$ cat src/rtl/demux4_3_buf.sv
// Four-way demultiplexer; each output channel has its own 2-entry FIFO.
// A word is steered by in_s and may be taken at y while other channels push or pop.
module demux4_3_buf #(
  parameter int WIDTH = 3
) (
  input  logic               clk,
  input  logic               rst_n,
  input  logic [WIDTH-1:0]   in_data,
  input  logic [1:0]         in_s,
  input  logic               in_valid,
  output logic               in_ready,
  output logic [4*WIDTH-1:0] y,
  output logic [3:0]         y_valid,
  input  logic [3:0]         y_ready,
  output logic [7:0]         count
);

  logic [WIDTH-1:0] mem [4][2];
  logic [1:0]       cnt [4];
  logic [3:0]       wp;
  logic [3:0]       rp;
  logic [3:0]       push;
  logic [3:0]       pop;

  always_comb begin
    in_ready = (cnt[in_s] != 2'd2);
    push     = '0;
    pop      = '0;
    y        = '0;
    y_valid  = '0;
    count    = '0;
    for (int k = 0; k < 4; k++) begin
      y_valid[k]       = (cnt[k] != 2'd0);
      push[k]          = in_valid && in_ready && (in_s == 2'(k));
      pop[k]           = y_valid[k] && y_ready[k];
      count[2*k +: 2]  = cnt[k];
      // Stale storage stays hidden behind y_valid.
      if (y_valid[k])
        y[WIDTH*k +: WIDTH] = mem[k][rp[k]];
    end
  end

  always_ff @(posedge clk) begin
    if (!rst_n) begin
      wp <= '0;
      rp <= '0;
      for (int k = 0; k < 4; k++)
        cnt[k] <= 2'd0;
    end else begin
      for (int k = 0; k < 4; k++) begin
        if (push[k])
          wp[k] <= ~wp[k];
        if (pop[k])
          rp[k] <= ~rp[k];
        unique case ({push[k], pop[k]})
          2'b10:   cnt[k] <= cnt[k] + 2'd1;
          2'b01:   cnt[k] <= cnt[k] - 2'd1;
          default: cnt[k] <= cnt[k];
        endcase
      end
    end
  end

  // Storage needs no reset; writes are gated by push.
  always_ff @(posedge clk) begin
    for (int k = 0; k < 4; k++)
      if (push[k])
        mem[k][wp[k]] <= in_data;
  end

endmodule

$ cat config.mk
export PLATFORM = sky130hd
export DESIGN_NAME = demux4_3_buf
export DESIGN_NICKNAME = d
export VERILOG_FILES = /design/src/rtl/demux4_3_buf.sv
export SDC_FILE = /design/constraint.sdc
export NUM_CORES = 1
export LEC_CHECK = 0
export ABC_AREA = 1
export CAP_MARGIN = 25
export CORE_AREA = 2 2 48 94
export CTS_CLUSTER_SIZE = 10
export DETAILED_ROUTE_END_ITERATION = 8
export DIE_AREA = 0 0 50 96
export GPL_ROUTABILITY_DRIVEN = 0
export GPL_TIMING_DRIVEN = 0
export HOLD_SLACK_MARGIN = 0.12
export PLACE_DENSITY = 0.77
export SYNTH_ARGS = -nofsm -noshare
export SYNTH_HDL_FRONTEND = slang
export SYNTH_SLANG_ARGS = --single-unit
$ cat constraint.sdc
create_clock -name clk -period 2.45 [get_ports clk]
set_input_delay 0.245 -clock clk [delete_from_list [all_inputs] [get_ports clk]]
set_output_delay 0.245 -clock clk [all_outputs]
set_load 0.05 [all_outputs]
# ---- Yosys cells after proc, flatten, opt, wreduce, memory -nomap -nowiden
# Memory sizes are Yosys's and may differ from the RTL's.
# Index checks and enable logic that the tools add are counted.
dict set report totals {
  ramBits 32
  inputBits 12
  elab_cells 185
  ff_bits 8
  mem_count 2
}
# memory words width rd rd_ports_with_merged_regs write_ports line
set mem_list {}
lappend mem_list {mem 4 6 4 0 1 18} ;# logic [WIDTH-1:0] mem [4][2];
lappend mem_list {cnt 4 2 5 0 4 19} ;# logic [1:0] cnt [4];
dict set report classes {
  n_eq_ne 12
  n_reduce_logical 25
  order_cmp 12
  n_addsub 8
  muxes 90
  n_bitwise 28
}
# op n
set op_table {}
lappend op_table {{two-way mux 3 bit} 20}
lappend op_table {{two-way mux 6 bit} 10}
lappend op_table {{two-way mux 1 bit} 41}
lappend op_table {{two-way mux 2 bit} 15}
lappend op_table {{OR reduction 6 bit} 3}
lappend op_table {{greater-or-equal comparator 2 bit (second input constant)} 8}
lappend op_table {{inverter 1 -> 2 bit} 8}
lappend op_table {{logical AND 1 bit} 13}
lappend op_table {{demux 3 bit (select 1 bit)} 4}
lappend op_table {{equality test 2 bit (second input constant)} 6}
lappend op_table {{bitwise OR 1 bit} 12}
lappend op_table {{equality test 2 x 1 -> 1 bit (second input constant)} 5}
lappend op_table {{adder 2 x 1 -> 2 bit (second input constant)} 4}
lappend op_table {{less-than comparator 2 x 1 -> 1 bit (second input constant)} 4}
lappend op_table {{inverter 1 bit} 8}
lappend op_table {{nonzero test 2 bit} 4}
lappend op_table {{OR reduction 2 bit} 4}
lappend op_table {{subtractor 2 x 1 -> 2 bit (second input constant)} 4}
lappend op_table {{zero test 2 bit} 1}
lappend op_table {{inequality test 2 bit (second input constant)} 1}

# ---- Depth between registers and ports, before layout
# An unclocked memory read counts as a cell.
dict set report depth {
  word_depth 11
  ltp_mapped 14
  depth_no_buf 13
}

# ---- Worst setup path after synthesis
# Ideal clock, no wire load.
dict set report synth_path {
  kind {register to register}
  startpoint {memory cnt[0][1]}
  endpoint {memory cnt[0][1], data pin}
  slack_ps -32
  path_stages_with_launch 10
  synth_period_minus_slack_ps 2482
  n_path_buf 0
  arrival_time_ps 2224
  required_ps 2193
  cell_sequence {edfxtp_1 nor2_1 inv_1 nand2_1 inv_1 ha_1 or2_2 o21ai_0 o21bai_1 a21oi_1}
}
# item line
set synth_rtl {}
lappend synth_rtl {{start, declared} 19}

==> flow_metrics.tcl <==
set metrics [dict create \
    postSynthAreaPerCell_sq_um 9.527 \
    synthTopCellsByArea "edfxtp_1 47%, nand2_1 8.8%, dfxtp_1 7.8%, inv_1 6.2%, ha_1 5.5%" \
    synth-simple-area-share 0.2199 \
    detailed_place.area_sq_um 2454 \
    number_of_placed_i_o_pins 37 \
    max_cap_viol_count 0 \
    wire_length_of_the_first_global_routing_pass_um 6851 \
    worst_path_max_delay_cell "clkdlybuf4s50_1" \
    post_synth_fa_ha_maj_area_fraction 0.05498 \
    avgRoutedWirePerCell_um 13.19 \
    fin_worst_skew_ns 0.006836 \
    synthesis.area_sq_um 2048 \
    start_kind "flop" \
    post_cts_buffers 0 \
    layout.cell_area.non_filler_sq_um 2576 \
    detail_route.iter0.violations 37 \
    final_nets 277 \
    timing.setup.tns_ns 0 \
    grt_remaining_overflow 0 \
    layout.filler_cells 350 \
    number_of_register_bits_inferred_by_synthesis 40 \
    die_x_um 50 \
    crit_fanout 5 \
    synth_top_area_cell "edfxtp_1" \
    cts.clk_slew.worst_paths_ns 0.08 \
    path_buf_inv 3 \
    worst-endpoint-required_ns 2.20 \
    worst_hold_startpoint "in_valid" \
    crit_top_cell "inv_1" \
    maximum_number_of_pins_on_one_net_before_global_route_repair 13 \
    synth.lib_cells_used.distinct 24 \
    min_delay_worst_endpoint "wp[0]" \
    seq_area_frac_synth 0.5473 \
    use_met2 0.3827 \
    synth_top_family_by_area "simple AND/OR/NAND/NOR gates" \
    status "finished, final reports clean" \
    root_buffer "clkbuf_8" \
    hold_viol_final 0 \
    timing.critical_path.slowest_cell_delay_ns 0.80 \
    worst_relative_slew_slack 0.6597 \
    netlist.area_leader.share 0.4692 \
    vias 1527 \
    initial_antenna_violation_count 0 \
    timing.fmax_ghz 0.4312 \
    gr-usage-met1 0.1830 \
    criticalPathCategory "reg -> out" \
    synth.area.mux_share 0 \
    clock_path_buffers 2 \
    final_cells 309 \
    tritoncts_num_sinks 40 \
    placement.setup.worst_slack_ns -0.2365 \
    r2r_end "cnt[0][1]" \
    slew_viol_final 0 \
    initial_utilization 0.5011 \
    placement.io_buffers 34 \
    leakage_nw 1.166 \
    area_share_of_xor_xnor_cells_in_the_synthesized_design 0.004276 \
    finalSetupViolCount 0 \
    timing.rr.start "cnt[1][1]" \
    post-dp-hpwl_um 3140 \
    numCtsBuffers 5 \
    drt_first_pass_iters 4 \
    path_delay_family "buffers and inverters" \
    final_common_cell "nand2_1" \
    die_height_um 96 \
    gr-usage-met3 0.03571 \
    first_global_vias 1534 \
    final_core_util 0.6302 \
    hold_path.class "in -> reg" \
    critical_path.cell_chain "inv_1 > ha_1 > inv_1 > o21ai_0 > nor2_1 > clkdlybuf4s50_1" \
    worst_slew_pin_tran_ns 0.5089 \
    detail-route-antenna-nets 0 \
    fin_worst_hold_slack_ns 0.3524 \
    post-route-drc-count 0 \
    whs_path_depth 5 \
    wl_um 4075 \
    layout.cells.most_common_list "48 x nand2_1, 33 x inv_1, 32 x edfxtp_1, 30 x clkdlybuf4s50_1" \
    crit_arrival_ns 2.07 \
    antenna_cells 0 \
    layout-drive-gt1-share 0.1323 \
    die_area_sq_um 4800 \
    yosys_warnings 0 \
    finalWorstPathRequiredPeriod_ns 2.319 \
    setup.reg_to_reg.worst_slack_ns 0.24 \
    r2r_cells 11 \
    critical_path.endpoint_type "primary output" \
    detail_route.vias_per_cell 4.942 \
    areaGrowthSynthToFinish_pct 25.78 \
    cts_tree "built" \
    synth-compound-area-share 0.08674 \
    global_route_usage_over_all_layers 0.1961 \
    std_cell_rows 33 \
    insertion_delay_ns 0.29 \
    core-area_sq_um 4088 \
    final_worst_path_period_share 0.9465 \
    postSynthNetCount 236 \
    fin_total_pwr_mw 1.954 \
    synthesis.instances 215 \
    power.ir.vdd_worst_v 0.0006253 \
    power.density_nw_per_um2 758.5 \
    top_usage_layer "met2" \
    rsz0062_at_grt "false" \
    post-route-worst-setup-slack_ns 0.1311 \
    htree_num_levels 2 \
    place_inst 301 \
]
-- layout make-up --
type,count,area (sq um),share of cell area
sequential,40,1121,0.4352
multi-input combinational,132,749.5,0.2909
timing repair buffer,34,346.6,0.1345
inverter,40,150.1,0.05828
clock buffer,6,82.58,0.03205
tap,52,65.06,0.02525
clock inverter,2,33.78,0.01311
buffer,3,27.53,0.01068
-- flip-flops by register name, indices dropped and copies added, names as in the netlist --
signal	flops
cnt	8
mem	24
rp	4
wp	4
-- routing by layer --
metal,share of wire,wire [um]
met4,0.022,90
met2,0.59,2416
met5,0,0
met3,0.024,96
met1,0.36,1471
-- cells by family after synthesis --
| family | after synthesis |
|---|---|
| AOI/OAI and AO/OA | 33 |
| xor gates and xnor gates | 1 |
| adders and majority gates | 9 |
| buffers and inverters | 43 |
| DFF | 40 |
| and+or+nand+nor | 89 |
-- where the power goes --
group | internal [mW] | switching, mW
logic | 0.189 | 0.401
registers | 0.780 | 0.0360
clock network | 0.328 | 0.220
total | 1.30 | 0.657
-- cell usage after synthesis (all sizes together) --
cell    count
a21oi      16
nand2      50
ha          9
nor3        2
dfxtp       8
nand3       7
o31ai       2
nor2       22
inv        40
o21bai      3
xnor2       1
edfxtp     32
buf         3
o21ai      12
or2         4
nand4       4
-- worst max path at each step --
stage | start | to | slack (ns) | cells after the start
finish | cnt[3][0] | y[10] | 0.13 | 6
global placement | in_s[1] | cnt[0][1] | -0.21 | 12
global route | cnt[3][0] | y[10] | 0.003 | 6
detailed placement | in_s[1] | cnt[0][1] | -0.24 | 12
floorplan | cnt[1][0] | cnt[1][1] | 0.07 | 7
CTS | cnt[3][0] | y[9] | 0.06 | 6
-- tightest hold or removal path, delay by kind of cell --
kind / cells / cell delay, ns
and+or+nand+nor: 3 / 0.18
buffers and inverters: 2 / 0.18
-- repair_timing --
item                                    4_1_cts  5_1_grt
endpoints found under the setup margin        1       12
endpoints found under the hold margin         0        0
resized for setup                             1        3
hold buffers                                  0        0
Note: power is estimated with default switching activity, not from simulation.
